File: config.mk
export PLATFORM = sky130hd
export DESIGN_NAME = serial_adder
export DESIGN_NICKNAME = d
export VERILOG_FILES = /design/src/rtl/adder_pkg.sv /design/src/rtl/fulladder.sv /design/src/rtl/halfadder.sv /design/src/rtl/serial_adder.sv
export SDC_FILE = /design/constraint.sdc
export NUM_CORES = 1
export LEC_CHECK = 0
export CORE_AREA = 2 2 61 63
export DETAILED_ROUTE_END_ITERATION = 10
export DIE_AREA = 0 0 63 65
export GPL_TIMING_DRIVEN = 0
export PLACE_DENSITY_LB_ADDON = 0.08
export RECOVER_POWER = 25
export REMOVE_ABC_BUFFERS = 1
export SYNTH_ARGS = -nofsm -noshare
export SYNTH_HDL_FRONTEND = slang
export SYNTH_SLANG_ARGS = --single-unit
File: constraint.sdc
create_clock -name clk -period 2.05 [get_ports clk]
set_clock_uncertainty 0.15 [all_clocks]
set_input_delay 0.615 -clock clk [delete_from_list [all_inputs] [get_ports clk]]
set_output_delay 0.615 -clock clk [all_outputs]
set_load 0.01 [all_outputs]
File: src/rtl/adder_pkg.sv
// Shared definitions for the bit-serial adder.
//   state_e   : controller state encoding (idle, running, result presentation)
//   MIN_WIDTH : smallest supported operand width
//   MAX_WIDTH : largest supported operand width
package adder_pkg;

    typedef enum logic [1:0] {
        ST_IDLE = 2'd0,
        ST_RUN  = 2'd1,
        ST_DONE = 2'd2
    } state_e;

    localparam int unsigned MIN_WIDTH = 1;
    localparam int unsigned MAX_WIDTH = 32;

endpackage

File: src/rtl/fulladder.sv
// Single-bit full adder built from two half adders and an OR.
//   a, b : addend bits
//   cin  : carry in
//   sum  : a ^ b ^ cin
//   cout : carry out
module fulladder (
    input  logic a,
    input  logic b,
    input  logic cin,
    output logic sum,
    output logic cout
);

    logic s0;
    logic c0;
    logic c1;

    halfadder u_ha0 (
        .a    (a),
        .b    (b),
        .sum  (s0),
        .cout (c0)
    );

    halfadder u_ha1 (
        .a    (s0),
        .b    (cin),
        .sum  (sum),
        .cout (c1)
    );

    // Both half-adder carries can never be high together.
    assign cout = c0 | c1;

endmodule

File: src/rtl/halfadder.sv
// Single-bit half adder.
//   a, b : addend bits
//   sum  : a ^ b
//   cout : a & b
module halfadder (
    input  logic a,
    input  logic b,
    output logic sum,
    output logic cout
);

    assign sum  = a ^ b;
    assign cout = a & b;

endmodule

File: src/rtl/serial_adder.sv
// Bit-serial LSB-first adder: one full-adder slice resolves one bit per clock.
//   clk   : clock, rising edge
//   rst   : asynchronous active-high reset
//   start : request, sampled only when idle
//   a, b  : operands, captured on accepted start
//   cin   : carry in, captured on accepted start
//   busy  : high while bits are being resolved
//   done  : one-cycle pulse, sum/cout valid from this cycle
//   sum   : registered (a + b + cin) mod 2^WIDTH
//   cout  : registered carry out of the MSB
module serial_adder
    import adder_pkg::*;
#(
    parameter int unsigned WIDTH = 8
) (
    input  logic             clk,
    input  logic             rst,
    input  logic             start,
    input  logic [WIDTH-1:0] a,
    input  logic [WIDTH-1:0] b,
    input  logic             cin,
    output logic             busy,
    output logic             done,
    output logic [WIDTH-1:0] sum,
    output logic             cout
);

    localparam int unsigned      CNT_W    = $clog2(WIDTH + 1);
    localparam logic [CNT_W-1:0] CNT_LAST = CNT_W'(WIDTH - 1);

    if (WIDTH < MIN_WIDTH || WIDTH > MAX_WIDTH) begin : g_bad_width
        $error("serial_adder: WIDTH out of range");
    end

    state_e           state_q;
    state_e           state_d;
    logic [WIDTH-1:0] a_sr;
    logic [WIDTH-1:0] b_sr;
    logic [WIDTH-1:0] sum_sr;
    logic [WIDTH-1:0] sum_sr_next;
    logic             carry_q;
    logic [CNT_W-1:0] cnt_q;
    logic [WIDTH-1:0] sum_q;
    logic             cout_q;
    logic             fa_s;
    logic             fa_c;

    fulladder u_fa (
        .a    (a_sr[0]),
        .b    (b_sr[0]),
        .cin  (carry_q),
        .sum  (fa_s),
        .cout (fa_c)
    );

    // New sum bit enters at the MSB so the LSB lands at bit 0 after WIDTH shifts.
    if (WIDTH == 1) begin : g_w1
        assign sum_sr_next = fa_s;
    end else begin : g_wn
        assign sum_sr_next = {fa_s, sum_sr[WIDTH-1:1]};
    end

    always_comb begin
        state_d = state_q;
        case (state_q)
            ST_IDLE: if (start) state_d = ST_RUN;
            ST_RUN:  if (cnt_q == CNT_LAST) state_d = ST_DONE;
            ST_DONE: state_d = ST_IDLE;
            default: state_d = ST_IDLE;
        endcase
    end

    always_ff @(posedge clk or posedge rst) begin
        if (rst) begin
            state_q <= ST_IDLE;
            a_sr    <= '0;
            b_sr    <= '0;
            sum_sr  <= '0;
            carry_q <= 1'b0;
            cnt_q   <= '0;
            sum_q   <= '0;
            cout_q  <= 1'b0;
        end else begin
            state_q <= state_d;
            case (state_q)
                ST_IDLE: begin
                    if (start) begin
                        a_sr    <= a;
                        b_sr    <= b;
                        carry_q <= cin;
                        cnt_q   <= '0;
                    end
                end
                ST_RUN: begin
                    carry_q <= fa_c;
                    a_sr    <= a_sr >> 1;
                    b_sr    <= b_sr >> 1;
                    sum_sr  <= sum_sr_next;
                    cnt_q   <= cnt_q + 1'b1;
                    // Result registers only move on the final bit.
                    if (cnt_q == CNT_LAST) begin
                        sum_q  <= sum_sr_next;
                        cout_q <= fa_c;
                    end
                end
                default: ;
            endcase
        end
    end

    assign busy = (state_q == ST_RUN);
    assign done = (state_q == ST_DONE);
    assign sum  = sum_q;
    assign cout = cout_q;

endmodule

==> metrics.txt, run 1 <==
fmax=between 400 and 500 MHz; reg-to-reg slack, setup=0.13 ns; synthesized cell area=0.00167 mm2; remaining antenna violation count=0; Seq/Total Area, Yosys=58.5%; crit-path max FO=11; Synth cell types=20; largest family of logic cells by synthesized area=compound AO/OA/AOI/OAI gates; Synth Area in Compound Gates=15.8%; diodes inserted=0; Final Max Tran Viols=0; Final min period=2.03 ns; largest net degree at the start of global routing=40; Die X=about 63 um; adder and majority gate portion of the synthesized area=~1.9%; final period utilization=between 90 and 100%; hold crit path type=reg2reg; Power, Total=0.00304 W; dpl hpwl=around 2200 um; leakage power=roughly 1.1 nW; number of port buffers=30; Die ar.=roughly 0.0041 mm2; final hold vios=0; Area contributors post-synth=dfrtp_1 (58%), nand2_1 (8.5%), mux2_2 (6.7%), a22oi_1 (6.3%), o21ai_0 (5.4%); post-synth top area share=about three fifths; Critical Path End Type=register; GRT Max-Usage Layer=met2; Post-Layout Cell Count=roughly 240; io pins=31; CP endpoint=b_sr[6]; Synth Area in XOR/XNOR=0%; DR iter-0 viols=48; WL/cell=14.9 um; Num CTS Buffers=5; vias in the first global route=between 1,000 and 1,500; met2 usage in global routing=roughly 36%; Mean Syn Cell Area=around 11 um2; Cell Rows=22; setup TNS=0 ns; Critical Path Source=start; CTS Root Cell=clkbuf_4; top cell type by total area after synthesis=dfrtp_1; dpl cell area=0.00199 mm2; max cap viols=0; WS Path Type=in2reg; Placed Cells=approximately 230; global route overflow=0; TritonCTS Sinks=39; max-slew headroom at the worst pin=around half; Via Count=approximately 1,300; RSZ-0062 raised after global routing=true; DRT Wirelength=roughly 3600 um; H-tree depth=2; share of synthesized area spent on multiplexers=6.75%; Final Cell Area=about 0.0022 mm2; # setup viols final=0; worst r2r path cells=4; Worst R2R End=sum[1]; Worst-path clk slew=about 0.12 ns; Yosys reg bits=39; gpl congestion=0.677; Clock Latency Late Sink=about 0.35 ns; peak supply drop=slightly above 700 uV; All-Layer GR Usage=between 10% and 20%; Via density=between 5 and 6; first-pass GRT wire length=about 6200 um; share of post-route cells with drive strength above 1=between 15 and 20%; status=finished, final reports clean; initial core utilization=around 48%; worst flop-to-flop path startpoint=state_q[1]; met3 global-route usage=5.03%; initial antenna violation count=0; Ys Warns=0; DRC Markers=0; fillers=approximately 330; simple-gate share of the synthesized area=between 10 and 15%; die height=65 um; Pwr Density=1400 mW/mm2; CTS tree=yes; met1 usage=22.1%; Req. time, crit path=roughly 2.2 ns; Synth Instances=~160; area grow syn2layout=30.4%; Worst Path Arrival=2.13 ns; startpoint type of the worst setup path=primary input; slew of the pin with the lowest slew margin=0.777 ns; DRT Pass-1 Iters=4; Final #Nets=between 200 and 250; Core Area=about 0.0035 mm2; Max Root-Sink Buffers=2
-- repair_timing --
action,in CTS,in global routing
buffers inserted,8,0
endpoints found under the hold margin,0,0
resized for setup,17,10
pin swaps,0,0
setup endpoints to repair,39,15
hold buffers,0,0
-- cells in the final DEF, fill, tap and decap left out --
master / synthesis / routed
nand2_1: 38 / 38
clkinvlp_2: 0 / 1
buf_6: 0 / 1
dlymetal6s2s_1: 0 / 9
nand3_1: 2 / 2
dlygate4sd3_1: 0 / 1
dfrtp_4: 0 / 2
o311ai_0: 1 / 1
nor2_1: 2 / 2
clkbuf_4: 0 / 5
nor2b_2: 0 / 1
buf_2: 4 / 2
buf_4: 0 / 6
bufinv_16: 0 / 1
clkbuf_8: 0 / 1
fa_1: 1 / 1
nand2b_4: 0 / 1
a22oi_1: 14 / 14
a21oi_1: 7 / 7
o21ai_0: 18 / 18
mux2_2: 10 / 10
nor3_4: 1 / 1
clkdlybuf4s50_1: 0 / 18
clkinv_2: 0 / 1
clkbuf_1: 4 / 1
ha_1: 1 / 1
and3b_1: 1 / 1
dfrtp_1: 39 / 37
inv_2: 0 / 1
nor2b_1: 8 / 7
a22o_1: 2 / 2
o21bai_2: 0 / 1
-- sequential cells by signal, indices dropped and copies added, names as in the netlist --
name,flops
cout,1
cnt_q,4
sum_sr,7
sum,8
carry_q,1
a_sr,8
state_q,2
b_sr,8
-- worst max-delay path, cell delays in order --
cell             delay [ns]
clkdlybuf4s50_1        0.66
nor2b_2                0.52
a22oi_1                0.13
o21ai_0                0.20
-- report_power, final --
| group | switching (W) | internal (W) |
|---|---|---|
| combinational | 0.000623 | 0.000573 |
| sequential | 0.000220 | 0.00109 |
| clock | 0.000249 | 0.000288 |
-- metrics by stage --
stage | utilization, % | hold slack [ns] | setup WS, ns
finish | 62.2 | 0.335 | 0.0193
floorplan | - | 0.290 | 0.00550
CTS | 61.7 | 0.340 | 0.00993
detailed placement | 57.1 | 0.314 | -1.02
global placement | 57.1 | 0.305 | -1.07
global route | 62.2 | 0.365 | -0.0490
-- worst min path at each step --
stage	from	endpoint	slack [ns]	cells after the start
finish	sum_sr[1]	sum_sr[1]	0.34	2
global route	a_sr[1]	a_sr[1]	0.37	2
CTS	sum_sr[1]	sum_sr[1]	0.34	2
detailed placement	sum_sr[1]	sum_sr[1]	0.31	2
global placement	sum_sr[1]	sum_sr[1]	0.30	2
floorplan	sum_sr[1]	sum_sr[1]	0.29	2
-- metal layers --
metal,vias up,wire (um)
li1,617,-
met1,644,1440
met2,38,1940
met3,6,182
met4,0,49
met5,-,0
-- cell families after synthesis --
| family | count (synthesis) |
|---|---|
| AOI/OAI and AO/OA | 43 |
| adders and majority gates | 2 |
| buffers and inverters | 10 |
| DFF | 39 |
| muxes | 10 |
| and+or+nand+nor | 53 |
-- area by class of cell --
cell class                 count  area [um2]  share of cell area [%]
tap                           48        60.1                    2.76
multi-input combinational    108         664                    30.5
timing repair buffer          38         373                    17.1
clock inverter                 2        35.0                    1.61
inverter                       2        8.76                   0.403
clock buffer                   6        51.3                    2.36
sequential                    39         983                    45.2
-- Yosys cell counts --
master and n:
and3b_1 1, fa_1 1, nor2_1 2, nand3_1 2
dfrtp_1 39, a22oi_1 14, a22o_1 2, nor2b_1 8
o311ai_0 1, nor3_4 1, inv_1 2, buf_2 4
nand2b_1 1, ha_1 1, nand2_1 38, mux2_2 10
o21ai_0 18, clkbuf_1 4, a21oi_1 7, o21bai_1 1
Power figures use the tool's default switching activity.
==> inputs of run 2 (changes only) <==
Settings changed: HOLD_SLACK_MARGIN set to 0.08.
==> results of run 2 <==
No change in the layout: final DEF, timing and power equal those of run 1.
==> patch 1 (flow settings as in run 1) <==
Add an input register stage for `start`, `a`, `b` and `cin`, cleared by the reset; this delays them by one clock. Comments in the files are not updated.
--- a/src/rtl/serial_adder.sv
+++ b/src/rtl/serial_adder.sv
@@ -27,6 +27,25 @@
 
     localparam int unsigned      CNT_W    = $clog2(WIDTH + 1);
     localparam logic [CNT_W-1:0] CNT_LAST = CNT_W'(WIDTH - 1);
+
+    logic start_q;
+    logic [WIDTH-1:0] a_q;
+    logic [WIDTH-1:0] b_q;
+    logic cin_q;
+
+    always_ff @(posedge clk or posedge rst) begin
+        if (rst) begin
+            start_q <= '0;
+            a_q     <= '0;
+            b_q     <= '0;
+            cin_q   <= '0;
+        end else begin
+            start_q <= start;
+            a_q     <= a;
+            b_q     <= b;
+            cin_q   <= cin;
+        end
+    end
 
     if (WIDTH < MIN_WIDTH || WIDTH > MAX_WIDTH) begin : g_bad_width
         $error("serial_adder: WIDTH out of range");
@@ -63,7 +82,7 @@
     always_comb begin
         state_d = state_q;
         case (state_q)
-            ST_IDLE: if (start) state_d = ST_RUN;
+            ST_IDLE: if (start_q) state_d = ST_RUN;
             ST_RUN:  if (cnt_q == CNT_LAST) state_d = ST_DONE;
             ST_DONE: state_d = ST_IDLE;
             default: state_d = ST_IDLE;
@@ -84,10 +103,10 @@
             state_q <= state_d;
             case (state_q)
                 ST_IDLE: begin
-                    if (start) begin
-                        a_sr    <= a;
-                        b_sr    <= b;
-                        carry_q <= cin;
+                    if (start_q) begin
+                        a_sr    <= a_q;
+                        b_sr    <= b_q;
+                        carry_q <= cin_q;
                         cnt_q   <= '0;
                     end
                 end
Function: changed (a bounded check fails within 4 cycles, from zero or initial values and one cycle with rst high).
==> patch 1 against run 1 <==
  * Routed wire length up 4.8%
  * Critical endpoint is now sum[4]
  * Sequential cell count grew 18
  * Design area rose by 19%
  * Area after synthesis grew 25%
  * Total power is 15% higher
  * Final cell count is 0.82% higher
  * Worst setup slack gained 0.018 ns
  * Register-to-register slack lost 0.03 ns
==> patch 1: results (changes against run 1) <==
----------------------------------------------------
[STA]
  Max-slew headroom ... 32.9% (-15 points)
  Final hold violation count ... 0 (unchanged)

[Pwr]
  Standby leakage power ... 1.22 nW (+13%)
  NetSw ... 1.10 mW (+0.97%)
  Worst voltage drop across the vdd grid ... 0.603 mV (-17%)

[Route]
  Number of detailed-routing iterations run before antenna repair ... 5 (+1)
  Total wire length ... 3780 um (+4.8%)
  Routed vias/inst ... 5.68 (+5.7%)
  Iteration-0 DRC Markers ... 57 (+19%)

[Placed design]
  Worst slack, placed ... -0.667 ns (+0.355 ns)
  IO buf count ... 30 (unchanged)
  Instance area at placement ... 2420 um2 (+21%)
  Detailed Place HPWL ... 2240 um (+2.5%)
  Routability congestion estimate from global placement ... 0.721 (+6.5%)

[Clock tree]
  Clock transition at the registers of the reported paths ... 0.08 ns (-0.04 ns)
  Cts bufs inserted ... 9 (+4)
  Cell at the root of the clock tree ... sky130_fd_sc_hd__clkbuf_4
  Htree depth ... 3 (+1)
  Maximum buffer depth of the clock tree ... 2 (unchanged)
  Clock network latency to the later pin of the worst-skew pair ... 0.39 ns (+0.04 ns)

[Global routing]
  Pin count of the biggest net entering global routing ... 32 (-20%)
  Top Usage Layer GRT ... met2
  Number of global-route vias before repair ... 1418 (+4.1%)
  GR Util met1 ... 25.4% (+3.3 points)
  Total routing resource utilization after global routing ... 21.7% (+1.9 points)
  First-pass GRT wire length ... 6470 um (+5.2%)
  GR Util met3 ... 6.60% (+1.6 points)
  GR met2 Demand/Resource ... 35.8% (-0.27 points)
  Initial antenna violation count ... 0 (unchanged)

[Synthesis]
  Main area contributors after synthesis ... sky130_fd_sc_hd__dfrtp_1 (68%), sky130_fd_sc_hd__a22oi_1 (5.4%), sky130_fd_sc_hd__mux2_1 (4.8%), sky130_fd_sc_hd__mux2_2 (4.8%), sky130_fd_sc_hd__o21ai_0 (3.8%)
  Most frequent cells after synthesis ... sky130_fd_sc_hd__dfrtp_1 (57), sky130_fd_sc_hd__nand2_1 (16), sky130_fd_sc_hd__o21ai_0 (16)
  Fraction of registers with async set or reset after synthesis ... 100% (unchanged)
  Register area share after synthesis ... 68.2% (+9.8 points)
  Yosys warning count ... 0 (unchanged)
  Main flop type after synthesis ... sky130_fd_sc_hd__dfrtp_1
  Cell variety after synth ... 26 (+30%)

[Critical path]
  Worst path arrival time ... 1.25 ns (-0.88 ns)
  Slowest cell on the critical path ... sky130_fd_sc_hd__clkdlybuf4s50_1
  Largest fanout on the critical path ... 2 (-9)
  Crit-path max cell delay ... 0.53 ns (-0.13 ns)
  Gate family responsible for the most delay along the worst path ... buffers and inverters

[Final layout]
  Fraction of final layout cells with drive strength greater than 1 ... 18.8% (+0.83 points)
  Number of diodes added for antenna fixing ... 0 (unchanged)
  Net count, final ... 216 (unchanged)

[Hold path]
  Min-Delay Path Class ... flip-flop to flip-flop

[Run status]
  Result of the run ... completed

----------------------------------------------------
patch 1: worst paths after layout:
path / start / endpoint / slack [ns] / cells past startpoint
max reg2reg: state_q[1] / sum[3] / 0.10 / 4
min in group asynchronous: rst / sum[2] / 0.76 / 2
max: sum[4] / sum[4] / 0.04 / 1
max in group asynchronous: rst / state_q[0] / 0.30 / 3
min reg2reg: sum[0] / sum[0] / 0.33 / 1
min: sum[0] / sum[0] / 0.33 / 1
patch 1: area by class of cell:
cell class | instances | area [um2]
inverter | 3 | 11.3
timing repair buffer | 39 | 377
sequential | 57 | 1430
clock buffer | 14 | 106
fill | 252 | 896
multi-input combinational | 84 | 614
tap | 48 | 60.1
patch 1: cells by family after synthesis:
group                      after synthesis  share of synthesized area, %
AOI/OAI and AO/OA                       39                          12.2
adders and majority gates                2                          1.56
buffers and inverters                   12                          2.87
DFF                                     57                          68.2
muxes                                   18                          9.70
and+or+nand+nor                         25                          5.45
patch 1: power groups by stage:
stage / Combinational (mW) / Clock, mW / Sequential [mW]
final: 1.13 / 0.657 / 1.70
after floorplan: 0.623 / 0 / 1.73
after detailed placement: 1.01 / 0 / 1.77
after CTS: 1.16 / 0.672 / 1.69
after global routing: 1.26 / 0.735 / 1.75
after global placement: 0.953 / 0 / 1.75
patch 1: metal layers:
| metal | up-vias | wire [um] |
|---|---|---|
| li1 | 628 | - |
| met1 | 699 | 1550 |
| met2 | 49 | 1910 |
| met3 | 15 | 209 |
| met4 | 0 | 112 |
| met5 | - | 0 |
patch 1: metrics by stage:
step,utilization [%],setup TNS [ns],std cells,hold WS [ns]
2_1_floorplan,-,-7.44,144,0.300
3_3_place_gp,68.7,-66.29,222,0.311
3_5_place_dp,69.3,-12.61,223,0.320
4_1_cts,74.1,0,245,0.339
5_1_grt,74.4,0,245,0.355
6_report,74.4,0,245,0.334
patch 1: timing repair:
action / CTS / global route
setup endpoints to repair: 36 / 21
gates resized for setup: 15 / 8
buffers inserted: 8 / 0
patch 1: worst register-to-register path: stages, from the launching register on:
cell                      delay (ns)
sky130_fd_sc_hd__dfrtp_2        0.45
sky130_fd_sc_hd__and2b_4        0.27
sky130_fd_sc_hd__buf_4          0.18
sky130_fd_sc_hd__and4_2         0.43
sky130_fd_sc_hd__mux2_1         0.37
==> patch 2 (settings of run 1) <==
Without the edit above. Change the parameter `WIDTH` from 8 to 4.
--- a/src/rtl/serial_adder.sv
+++ b/src/rtl/serial_adder.sv
@@ -11,7 +11,7 @@
 module serial_adder
     import adder_pkg::*;
 #(
-    parameter int unsigned WIDTH = 8
+    parameter int unsigned WIDTH = 4
 ) (
     input  logic             clk,
     input  logic             rst,
Interface: changed (resized a, b and sum); port bits go from 31 to 19. No check against the original RTL was run, so the function may have changed too.
==> patch 2 against run 1 <==
  * Sequential power decreased by 42%
  * Total power shrank 37%
  * Routed wire length is 43% lower
  * Critical path type is now flip-flop to primary output
  * Area after synthesis down 36%
  * Hold slack better by 0.026 ns
  * Sequential cell count shrank 17
  * Sequential share of layout area fell by 3.3 points
  * Register-to-register slack improved by 0.22 ns
  * Die area unchanged
  * Design area shrank 39%
  * Worst setup slack improved by 0.070 ns
  * Global-route usage decreased by 8.6 points
  * Largest power group is now combinational cells
  * Synthesized cell count decreased by 45%
==> patch 2: results (changes against run 1) <==
----------------------------------------------------
[Pwr]
  Power drawn by the combinational cells ... 0.920 mW (-23%)
  Worst voltage drop across the vdd grid ... 0.451 mV (-38%)

[Placed design]
  Cell total after placement ... 146 (-36%)
  Routability congestion estimate from global placement ... 0.663 (-2.2%)
  IO buf count ... 18 (-40%)
  Detailed Place HPWL ... 1340 um (-39%)
  Instance area at placement ... 1260 um2 (-37%)

[Synthesis]
  Mux share of post-synthesis cell area ... 9.45% (+2.7 points)
  Cell variety after synth ... 22 (+10%)
  Share of the synthesized area in compound gates (AO/OA/AOI/OAI) ... 11.0% (-4.8 points)
  Most frequent cells after synthesis ... sky130_fd_sc_hd__dfrtp_1 (22), sky130_fd_sc_hd__inv_1 (14), sky130_fd_sc_hd__mux2_2 (9)
  Main area contributors after synthesis ... sky130_fd_sc_hd__dfrtp_1 (51%), sky130_fd_sc_hd__mux2_2 (9.5%), sky130_fd_sc_hd__inv_1 (4.9%), sky130_fd_sc_hd__buf_6 (4.2%), sky130_fd_sc_hd__nor4b_1 (4.1%)
  Average footprint of a synthesized cell ... 12.5 um2 (+17%)
  Post-synthesis adder-cell area fraction ... 4.20% (+2.3 points)
  Register area share after synthesis ... 51.3% (-7.1 points)

[Final layout]
  Count of plain and timing-repair buffers in the layout ... 24 (-37%)
  Inverters ... 14 (+12)
  Non-clock buffer contribution to total cell area ... 16.4% (-0.74 points)
  Number of fill cells ... 351 (+7.0%)
  Net count, final ... 124 (-43%)
  Clock Buffer Count ... 4 (-2)
  Final standard cell count with taps included and fillers excluded ... 156 (-36%)

[Global routing]
  First-pass GRT wire length ... 3530 um (-43%)
  GR Util met3 ... 2.26% (-2.8 points)
  GR Util met1 ... 15.2% (-6.9 points)
  GR met2 Demand/Resource ... 17.6% (-18 points)
  Pin count of the biggest net entering global routing ... 23 (-43%)
  Number of global-route vias before repair ... 741 (-46%)

[STA]
  Final worst path period need ... 1.96 ns (-0.0701 ns)
  Max-slew headroom ... 44.2% (-3.9 points)

[Critical path]
  Flop-to-flop setup slack ... 0.35 ns (+0.22 ns)
  Slowest cell on the critical path ... sky130_fd_sc_hd__dfrtp_2
  Gate family responsible for the most delay along the worst path ... flip-flops
  Crit-path max cell delay ... 0.42 ns (-0.24 ns)
  Endpoint of the worst register-to-register path ... sum[3]
  Largest fanout on the critical path ... 2 (-9)

[Route]
  Wire length on met3 ... 86 um (-53%)
  Routed length on met2 ... 1000 um (-48%)
  Routed vias/inst ... 4.49 (-16%)
  WL per Instance ... 13.2 um (-11%)
  Iteration-0 DRC Markers ... 51 (+6.3%)

[Run status]
  Result of the run ... completed

[Clock tree]
  Setup fix buffers added after clock tree synthesis ... 5 (-3)

----------------------------------------------------
-- patch 2: cell count changes after synthesis, sizes merged, moves of 6 or more --
cell,change
dfrtp,-17
nand2,-36
a21oi,-6
nor2b,-7
o21ai,-18
inv,+12
a22oi,-14
-- patch 2: worst register-to-register path, delay by kind of cell, from the launching register on --
kind / cells / cell delay (ns)
flops: 1 / 0.41
fa+ha+maj: 2 / 0.39
mux: 1 / 0.37
simple gates: 1 / 0.27
-- patch 2: worst min path at each step --
stage             start        to  slack, ns  cells after the start
2_1_floorplan  cnt_q[2]  cnt_q[2]       0.32                      1
3_3_place_gp    a_sr[3]   a_sr[3]       0.33                      1
4_1_cts         a_sr[3]   a_sr[3]       0.37                      1
6_report        a_sr[3]   a_sr[3]       0.36                      1
3_5_place_dp    a_sr[3]   a_sr[3]       0.34                      1
5_1_grt         a_sr[3]   a_sr[3]       0.38                      1
